--- src/rtl/afifo_rd_port.sv ---
// Read-side endpoint of the dual-clock FIFO: write-pointer synchroniser, read pointer,
// prefetch control for the synchronous-read array and a two-entry FWFT output buffer.
module afifo_rd_port #(
  parameter int DATA_WIDTH      = 8,
  parameter int ADDR_WIDTH      = 3,
  parameter int SYNC_STAGES     = 2,
  parameter int ALMOST_EMPTY_TH = 1
) (
  input  logic                  rclk,
  input  logic                  rrst_n,
  input  logic [ADDR_WIDTH:0]   wptr_gray_i,
  output logic [ADDR_WIDTH:0]   rptr_gray_o,
  output logic                  mem_ren,
  output logic [ADDR_WIDTH-1:0] mem_raddr,
  input  logic [DATA_WIDTH-1:0] mem_rdata,
  output logic                  m_valid,
  input  logic                  m_ready,
  output logic [DATA_WIDTH-1:0] m_data,
  output logic [ADDR_WIDTH:0]   rd_level,
  output logic                  empty,
  output logic                  almost_empty,
  output logic                  level_err
);

  localparam int PW    = ADDR_WIDTH + 1;
  localparam int DEPTH = 1 << ADDR_WIDTH;

  logic [SYNC_STAGES-1:0][PW-1:0] sync_reg;
  logic [PW-1:0]                  wg_s;
  logic [PW-1:0]                  wbin_s;
  logic [PW-1:0]                  rbin_reg;
  logic [PW-1:0]                  rbin_next;
  logic [PW-1:0]                  rptr_gray_reg;
  logic                           head_v_reg;
  logic                           skid_v_reg;
  logic                           inflight_reg;
  logic [DATA_WIDTH-1:0]          head_reg;
  logic [DATA_WIDTH-1:0]          skid_reg;
  logic                           level_err_reg;
  logic                           level_bad;
  logic                           pop;
  logic [1:0]                     slots_used;
  logic [1:0]                     slots_after_pop;

  function automatic logic [PW-1:0] gray2bin(input logic [PW-1:0] g);
    logic [PW-1:0] b;
    b[PW-1] = g[PW-1];
    for (int i = PW - 2; i >= 0; i--) begin
      b[i] = b[i+1] ^ g[i];
    end
    return b;
  endfunction

  always_ff @(posedge rclk or negedge rrst_n) begin
    if (!rrst_n) begin
      sync_reg <= '0;
    end else begin
      sync_reg <= {sync_reg[SYNC_STAGES-2:0], wptr_gray_i};
    end
  end

  assign wg_s     = sync_reg[SYNC_STAGES-1];
  assign wbin_s   = gray2bin(wg_s);
  assign rd_level = wbin_s - rbin_reg;

  assign empty        = (rd_level == '0);
  assign almost_empty = (rd_level <= PW'(ALMOST_EMPTY_TH));

  // A level above DEPTH can only come from a corrupt pointer; stop reading at once.
  assign level_bad = level_err_reg || ({1'b0, rd_level} > (PW + 1)'(DEPTH));

  assign m_valid = head_v_reg;
  assign m_data  = head_reg;
  assign pop     = head_v_reg & m_ready;

  // The in-flight word already owns a buffer slot, so it counts toward the limit of two.
  assign slots_used      = 2'(head_v_reg) + 2'(skid_v_reg) + 2'(inflight_reg);
  assign slots_after_pop = slots_used - 2'(pop);

  assign mem_ren   = !empty && !level_bad && (slots_after_pop < 2'd2);
  assign mem_raddr = rbin_reg[ADDR_WIDTH-1:0];
  assign rbin_next = rbin_reg + PW'(mem_ren);

  assign rptr_gray_o = rptr_gray_reg;
  assign level_err   = level_err_reg;

  always_ff @(posedge rclk or negedge rrst_n) begin
    if (!rrst_n) begin
      rbin_reg      <= '0;
      rptr_gray_reg <= '0;
      inflight_reg  <= 1'b0;
      level_err_reg <= 1'b0;
    end else begin
      rbin_reg      <= rbin_next;
      rptr_gray_reg <= rbin_next ^ (rbin_next >> 1);
      inflight_reg  <= mem_ren;
      if ({1'b0, rd_level} > (PW + 1)'(DEPTH)) begin
        level_err_reg <= 1'b1;
      end
    end
  end

  // Head/skid update: skid advances on pop, returned word fills the earliest free slot.
  always_ff @(posedge rclk or negedge rrst_n) begin
    if (!rrst_n) begin
      head_v_reg <= 1'b0;
      skid_v_reg <= 1'b0;
      head_reg   <= '0;
      skid_reg   <= '0;
    end else if (pop) begin
      if (skid_v_reg) begin
        head_reg   <= skid_reg;
        head_v_reg <= 1'b1;
        if (inflight_reg) begin
          skid_reg   <= mem_rdata;
          skid_v_reg <= 1'b1;
        end else begin
          skid_v_reg <= 1'b0;
        end
      end else if (inflight_reg) begin
        head_reg   <= mem_rdata;
        head_v_reg <= 1'b1;
      end else begin
        head_v_reg <= 1'b0;
      end
    end else if (inflight_reg) begin
      if (!head_v_reg) begin
        head_reg   <= mem_rdata;
        head_v_reg <= 1'b1;
      end else begin
        skid_reg   <= mem_rdata;
        skid_v_reg <= 1'b1;
      end
    end
  end

endmodule

--- config.mk ---
export PLATFORM = sky130hd
export DESIGN_NAME = afifo_rd_port
export DESIGN_NICKNAME = d
export VERILOG_FILES = /design/src/rtl/afifo_rd_port.sv
export SDC_FILE = /design/constraint.sdc
export NUM_CORES = 1
export LEC_CHECK = 0
export ABC_AREA = 1
export ABC_CLOCK_PERIOD_IN_PS = 2800
export CAP_MARGIN = 20
export CORE_MARGIN = 1.5
export CORE_UTILIZATION = 40
export DETAILED_ROUTE_END_ITERATION = 7
export GPL_TIMING_DRIVEN = 0
export PLACE_DENSITY = 0.81
export SYNTH_ARGS = -nofsm -noshare
export SYNTH_HDL_FRONTEND = slang
export SYNTH_SLANG_ARGS = --single-unit
--- constraint.sdc ---
create_clock -name rclk -period 2.8 [get_ports rclk]
set_input_delay 0.56 -clock rclk [delete_from_list [all_inputs] [get_ports rclk]]
set_output_delay 0.56 -clock rclk [all_outputs]
set_load 0.02 [all_outputs]
==> results.py, run 1 <==
metrics = {
    "status": {
        "status": "finished, violations left",
        "violations": "setup timing",
    },
    "worst_setup_path": {
        "rrSetupSlack_ns": -0.24,
        "crit_buf_inv": 4,
        "cp_max_fo": 3,
        "crit_type": "reg -> out",
        "cp-startpoint": "wg_s[2]",
        "cp_top_family": "adder cells",
        "crit_slowest_cell": "fa_2",
        "slowest_delay_ns": 0.53,
        "crit_chain": "xor2_2 -> nand2_1 -> nand2_2 -> inv_2 -> nand2_1 -> nand2_1 -> inv_2 -> ha_4 -> fa_2 -> nand4_1 -> inv_1 -> nand3_2 -> nand2_2 -> nor2_4 -> buf_6",
        "cp_common_cell": "nand2_1",
        "endpoint_kind": "output port",
        "worstReg2RegStart": "wg_s[2]",
        "cp.required_ns": 2.24,
        "crit_path_start_kind": "flip-flop",
        "cp.arrival_ns": 2.52,
    },
    "pwr": {
        "power_mw": 1.85,
        "p_switching_mw": 0.648,
        "p_seq_frac": 0.367,
        "p_leak_nw": 1.21,
        "power_frac_clock": 0.213,
        "p_per_area_nw_per_um2": 765,
        "ir_worst_vdd_mv": 0.402,
        "p_int_mw": 1.20,
        "netSwitchingFraction": 0.350,
        "power_frac_comb": 0.420,
    },
    "finish": {
        "drive_gt1_frac": 0.289,
        "final_common_cell": "nand2_1",
        "fillCellCount": 327,
        "n_antenna_cell": 0,
        "layout_common_cells": "nand2_1 (50), dfrtp_1 (33), clkdlybuf4s50_1 (30), nand2_2 (13), inv_1 (11)",
        "area_growth_pct": 44.7,
        "layout.nets": 247,
        "fin_cells": 275,
    },
    "placement": {
        "dp.cells": 260,
        "portBuffers": 38,
        "place.gp.congestion": 0.780,
        "hpwl_mm": 2.31,
    },
    "clock_network": {
        "numCtsBuffers": 5,
        "cts_buffer_depth": 2,
        "ctsHoldBuffers": 0,
        "clk_pin_slew_ns": 0.07,
        "cts_tree": "yes",
        "cts-root-buf": "clkbuf_8",
        "htreeDepth": 2,
        "cts_sinks": 35,
        "worstSkewPairLatency_ns": 0.28,
    },
    "synthesis": {
        "synthCells": 172,
        "ys_seq_area_frac": 0.524,
        "ys_types": 23,
        "synth_top_area_share": 0.524,
        "yosys_warnings": 0,
        "synth_nets": 195,
        "avgSynthCellArea_sq_um": 9.73,
        "synth.largest_area_cell": "dfrtp_1",
        "synth.area.top_cells": "dfrtp_1 (52%), nand2_1 (14%), mux2_1 (5.4%), ha_1 (5.2%), nand3_1 (3.6%)",
        "ys_seq_elements": 35,
        "syn_area_sq_um": 1670,
    },
    "detailed_routing": {
        "ant_nets": 0,
        "wl_mm": 3.39,
        "viasPerCell": 4.69,
        "dr_total_vias": 1290,
        "drt-initial-drc-count": 68,
        "dr.pass1.iters": 4,
        "routedWlPerCell_um": 12.3,
        "drc": 0,
    },
    "timing": {
        "final.min_clock_period_ns": 3.08,
        "fmax_ghz": 0.325,
        "slew_headroom": 0.502,
        "finalSetupViolations": 7,
        "drv_slew": 0,
        "post-route-period-util": 1.10,
        "worst_slew_pin_slew_ns": 0.747,
        "setup_ws_ns": -0.276,
        "finalHoldViolCount": 0,
        "rsz0062_at_grt": "true",
        "fin_worst_skew_ns": 0.0103,
    },
    "die": {
        "die_w_um": 67.7,
        "io_pins": 39,
        "dieHeight_um": 67.7,
        "start_util": 0.418,
        "die_area_sq_um": 4580,
        "core-area_sq_um": 4000,
        "fp-row-count": 23,
    },
    "global_route": {
        "first_global_vias": 1235,
        "grt_pass1_wl_mm": 5.71,
        "grt_antenna_before_repair": 0,
        "grt_max_degree": 36,
        "grt.total_usage": 0.170,
        "overflow": 0,
    },
    "worst_hold_path": {
        "holdCritPathClass": "in -> async",
    },
    "run": {
        "timing.max_cap.violations": 0,
    },
}
timing repair:
| item | in CTS | in global routing |
|---|---|---|
| resized for setup | 37 | 24 |
| setup buffers | 5 | 3 |
| endpoints found under the hold margin | 0 | 0 |
| pin swaps | 10 | 10 |
| setup endpoints to repair | 12 | 13 |
synthesized netlist by cell type (all sizes together):
master / count
nor3: 1
dfrtp: 35
nand4: 1
ha: 7
o21ai: 2
nand2: 66
clkinv: 2
fa: 1
nand3: 13
xnor2: 4
a21oi: 3
mux2: 8
inv: 19
nor2: 2
xor2: 6
or2: 1
buf: 1
logic make-up after synthesis:
family                   count (synthesis)  share of synthesized area
flip-flops                              35                      0.524
XOR/XNOR                                10                     0.0524
buffers and inverters                   22                     0.0576
adder cells (fa/ha/maj)                  8                     0.0643
multiplexers                             8                     0.0539
AO/OA/AOI/OAI                            5                     0.0217
AND/OR/NAND/NOR                         84                      0.227
final cells by class:
type	count	area (sq um)	share of cell area
plain buffers	1	7.51	0.00310
inverters	21	91.3	0.0377
repair buffers	45	428	0.177
well taps	50	62.6	0.0259
multi-input cells	115	852	0.352
clock buffers	8	100	0.0414
flip-flops and latches	35	878	0.363
metal layers:
layer | share of wire | up-vias | global-route usage
li1 | - | 641 | -
met1 | 0.46 | 613 | 0.223
met2 | 0.48 | 30 | 0.273
met3 | 0.038 | 6 | 0.0400
met4 | 0.016 | 0 | 0.0638
met5 | 0 | - | 0
worst register-to-register path, cell delays in order (launching register included):
cell and delay (ns):
dfrtp_2 0.44, xor2_2 0.18, nand2_1 0.07, nand2_2 0.08, inv_2 0.06, nand2_1 0.04, nand2_1 0.07, inv_2 0.05
ha_4 0.16, fa_2 0.53, nand4_1 0.11, inv_1 0.09, nand3_2 0.09, nand2_2 0.09, nor2_4 0.05, buf_4 0.14
ha_4 0.17, ha_4 0.17, xor2_4 0.16, xor2_1 0.17
metrics by stage:
| step | cell area, sq um | util | worst slack [ns] | hold slack [ns] | setup TNS [ns] |
|---|---|---|---|---|---|
| 2_1_floorplan | 1730 | - | 0.00908 | 0.264 | 0 |
| 3_3_place_gp | 2170 | 0.543 | -0.829 | 0.333 | -3.32 |
| 3_5_place_dp | 2170 | 0.541 | -0.884 | 0.335 | -4.10 |
| 4_1_cts | 2330 | 0.583 | -0.279 | 0.339 | -1.01 |
| 5_1_grt | 2420 | 0.605 | -0.388 | 0.349 | -2.11 |
| 6_report | 2420 | 0.605 | -0.276 | 0.333 | -1.14 |
final timing paths:
| kind | to | cells after the start |
|---|---|---|
| worst max-delay path | mem_ren | 15 |
| worst min-delay path | wg_s[0] | 1 |
| worst max register to register | rptr_gray_o[1] | 19 |
| worst min register to register | wg_s[3] | 0 |
| max in group asynchronous | wg_s[2] | 1 |
| min in group rclk | wg_s[3] | 0 |
power groups by stage:
| stage | registers (mW) | clock network, mW | logic (mW) |
|---|---|---|---|
| after floorplan | 0.772 | 0 | 0.286 |
| after detailed placement | 0.684 | 0 | 0.693 |
| final | 0.680 | 0.394 | 0.778 |
| after CTS | 0.677 | 0.402 | 0.697 |
| after global placement | 0.681 | 0 | 0.676 |
| after global routing | 0.693 | 0.431 | 0.838 |
Power figures use the tool's default switching activity.
==> run 2, diff against run 1 <==
- ABC_CLOCK_PERIOD_IN_PS: 2800 -> 3100
- CELL_PAD_IN_SITES_DETAIL_PLACEMENT: unset -> 1
- CELL_PAD_IN_SITES_GLOBAL_PLACEMENT: unset -> 2
- CORE_UTILIZATION: 40 -> 30
- PLACE_DENSITY: 0.81 -> 0.9
- clock period: 2.8 -> 3.1 ns (I/O delays scaled with it)
==> results.py, run 2 (synthesized netlist as in run 1, its figures left out) <==
metrics = {
    "status": {
        "status": "finished, violations left",
        "violations": "setup timing",
    },
    "placement": {
        "portBuffers": 38,
        "hpwl_mm": 2.69,
        "placed_area_sq_um": 2140,
        "place.gp.congestion": 0.724,
    },
    "finish": {
        "layout_common_cells": "nand2_1 (56), dfrtp_1 (34), clkdlybuf4s50_1 (30), inv_1 (15), nand3_1 (10)",
        "fin_area_sq_um": 2360,
        "area_growth_pct": 40.8,
        "layout.nets": 245,
        "n_antenna_cell": 0,
        "drive_gt1_frac": 0.206,
        "final_common_cell": "nand2_1",
        "utilization": 0.433,
    },
    "die": {
        "die_w_um": 77.7,
        "core-area_sq_um": 5440,
        "start_util": 0.308,
        "die_area_sq_um": 6030,
        "dieHeight_um": 77.7,
        "io_pins": 39,
        "fp-row-count": 27,
    },
    "clock_network": {
        "worstSkewPairLatency_ns": 0.29,
        "cts_tree": "yes",
        "clk_pin_slew_ns": 0.07,
        "cts_buffer_depth": 2,
        "cts_sinks": 35,
        "htreeDepth": 2,
        "numCtsBuffers": 5,
        "ctsHoldBuffers": 0,
        "cts-root-buf": "clkbuf_8",
    },
    "worst_setup_path": {
        "cp_top_family": "adder cells",
        "r2r_end": "rptr_gray_o[2]",
        "reg2regPathDepth": 18,
        "cp_common_cell": "nand2_1",
        "crit_slowest_cell": "fa_2",
        "crit_chain": "xor2_2 -> nand2_1 -> nand2_2 -> inv_2 -> nand2_1 -> nand2_1 -> inv_1 -> ha_2 -> fa_2 -> nand4_1 -> inv_1 -> nand3_2 -> nand2_2 -> nor2_4 -> buf_6",
        "worstReg2RegStart": "wg_s[3]",
        "slowest_delay_ns": 0.54,
        "crit_type": "reg -> out",
        "endpoint_kind": "output port",
        "cp.required_ns": 2.48,
        "crit_buf_inv": 4,
        "crit_path_start_kind": "flip-flop",
        "cp_max_fo": 3,
        "cp.arrival_ns": 2.57,
        "rrSetupSlack_ns": 0.08,
    },
    "detailed_routing": {
        "drc": 0,
        "ant_nets": 0,
        "dr_total_vias": 1305,
        "wl_mm": 3.76,
        "dr.pass1.iters": 5,
        "drt-initial-drc-count": 36,
        "routedWlPerCell_um": 12.7,
        "viasPerCell": 4.42,
    },
    "global_route": {
        "overflow": 0,
        "grt_antenna_before_repair": 0,
        "grt.total_usage": 0.141,
        "grt_max_degree": 36,
        "first_global_vias": 1384,
        "grt_pass1_wl_mm": 6.60,
    },
    "pwr": {
        "p_per_area_nw_per_um2": 701,
        "p_int_mw": 1.08,
        "ir_worst_vdd_mv": 0.383,
        "netSwitchingFraction": 0.348,
        "p_seq_frac": 0.368,
        "power_mw": 1.65,
        "power_frac_comb": 0.383,
        "p_switching_mw": 0.575,
        "p_leak_nw": 1.20,
        "power_frac_clock": 0.249,
    },
    "timing": {
        "post-route-period-util": 1.03,
        "finalSetupViolations": 2,
        "fmax_ghz": 0.314,
        "slew_headroom": 0.469,
        "drv_slew": 0,
        "worst_slew_pin_slew_ns": 0.797,
        "finalHoldViolCount": 0,
        "rsz0062_at_grt": "true",
        "setup_ws_ns": -0.0884,
        "fin_worst_skew_ns": 0.00208,
        "timing.setup.tns_ns": -0.103,
        "final.min_clock_period_ns": 3.19,
    },
    "run": {
        "timing.max_cap.violations": 0,
    },
    "worst_hold_path": {
        "hold_end": "wg_s[3]",
        "hold_path.startpoint": "sync_reg[3]",
        "holdCritPathClass": "reg -> reg",
        "worstHoldPathCells": 0,
    },
}
-- run 2: layout make-up --
| cell class | count | area (sq um) |
|---|---|---|
| Fill cell | 641 | 3080 |
| Sequential cell | 35 | 877 |
| Multi-Input combinational cell | 115 | 772 |
| Timing Repair Buffer | 43 | 408 |
| Tap cell | 72 | 90.1 |
| Inverter | 21 | 88.8 |
| Clock buffer | 5 | 68.8 |
| Clock inverter | 3 | 43.8 |
| Buffer | 1 | 7.51 |
-- run 2: repair_timing --
action	in CTS	in global routing
setup buffers	1	4
pin swaps	2	7
gates cloned	0	0
setup endpoints to repair	10	9
gates resized for setup	26	13
-- run 2: layer usage --
metal	track usage	up-vias	wire length, um
li1	-	634	-
met1	0.165	627	1610
met2	0.249	38	1890
met3	0.0424	6	216
met4	0.0382	0	46
met5	0	-	0
-- run 2: how the worst max path moves through the flow --
stage	from	to	cells past startpoint
floorplan	wg_s[3]	rptr_gray_o[2]	16
global placement	m_ready	mem_ren	12
detailed placement	m_ready	mem_ren	12
CTS	wg_s[2]	mem_ren	14
global route	wg_s[3]	mem_ren	15
finish	wg_s[3]	mem_ren	15
-- run 2: metrics by stage --
step | cells | hold slack [ns] | setup WS (ns)
after floorplan | 172 | 0.324 | 0.113
after global placement | 282 | 0.333 | -0.675
after detailed placement | 282 | 0.336 | -0.712
after CTS | 291 | 0.353 | -0.183
after global routing | 295 | 0.362 | -0.274
final | 295 | 0.353 | -0.0884
-- run 2: power groups by stage --
stage | clock, mW | combinational [mW] | sequential [mW]
2_1_floorplan | 0 | 0.241 | 0.692
3_3_place_gp | 0 | 0.604 | 0.614
3_5_place_dp | 0 | 0.615 | 0.615
4_1_cts | 0.423 | 0.608 | 0.610
5_1_grt | 0.442 | 0.695 | 0.624
6_report | 0.412 | 0.633 | 0.607
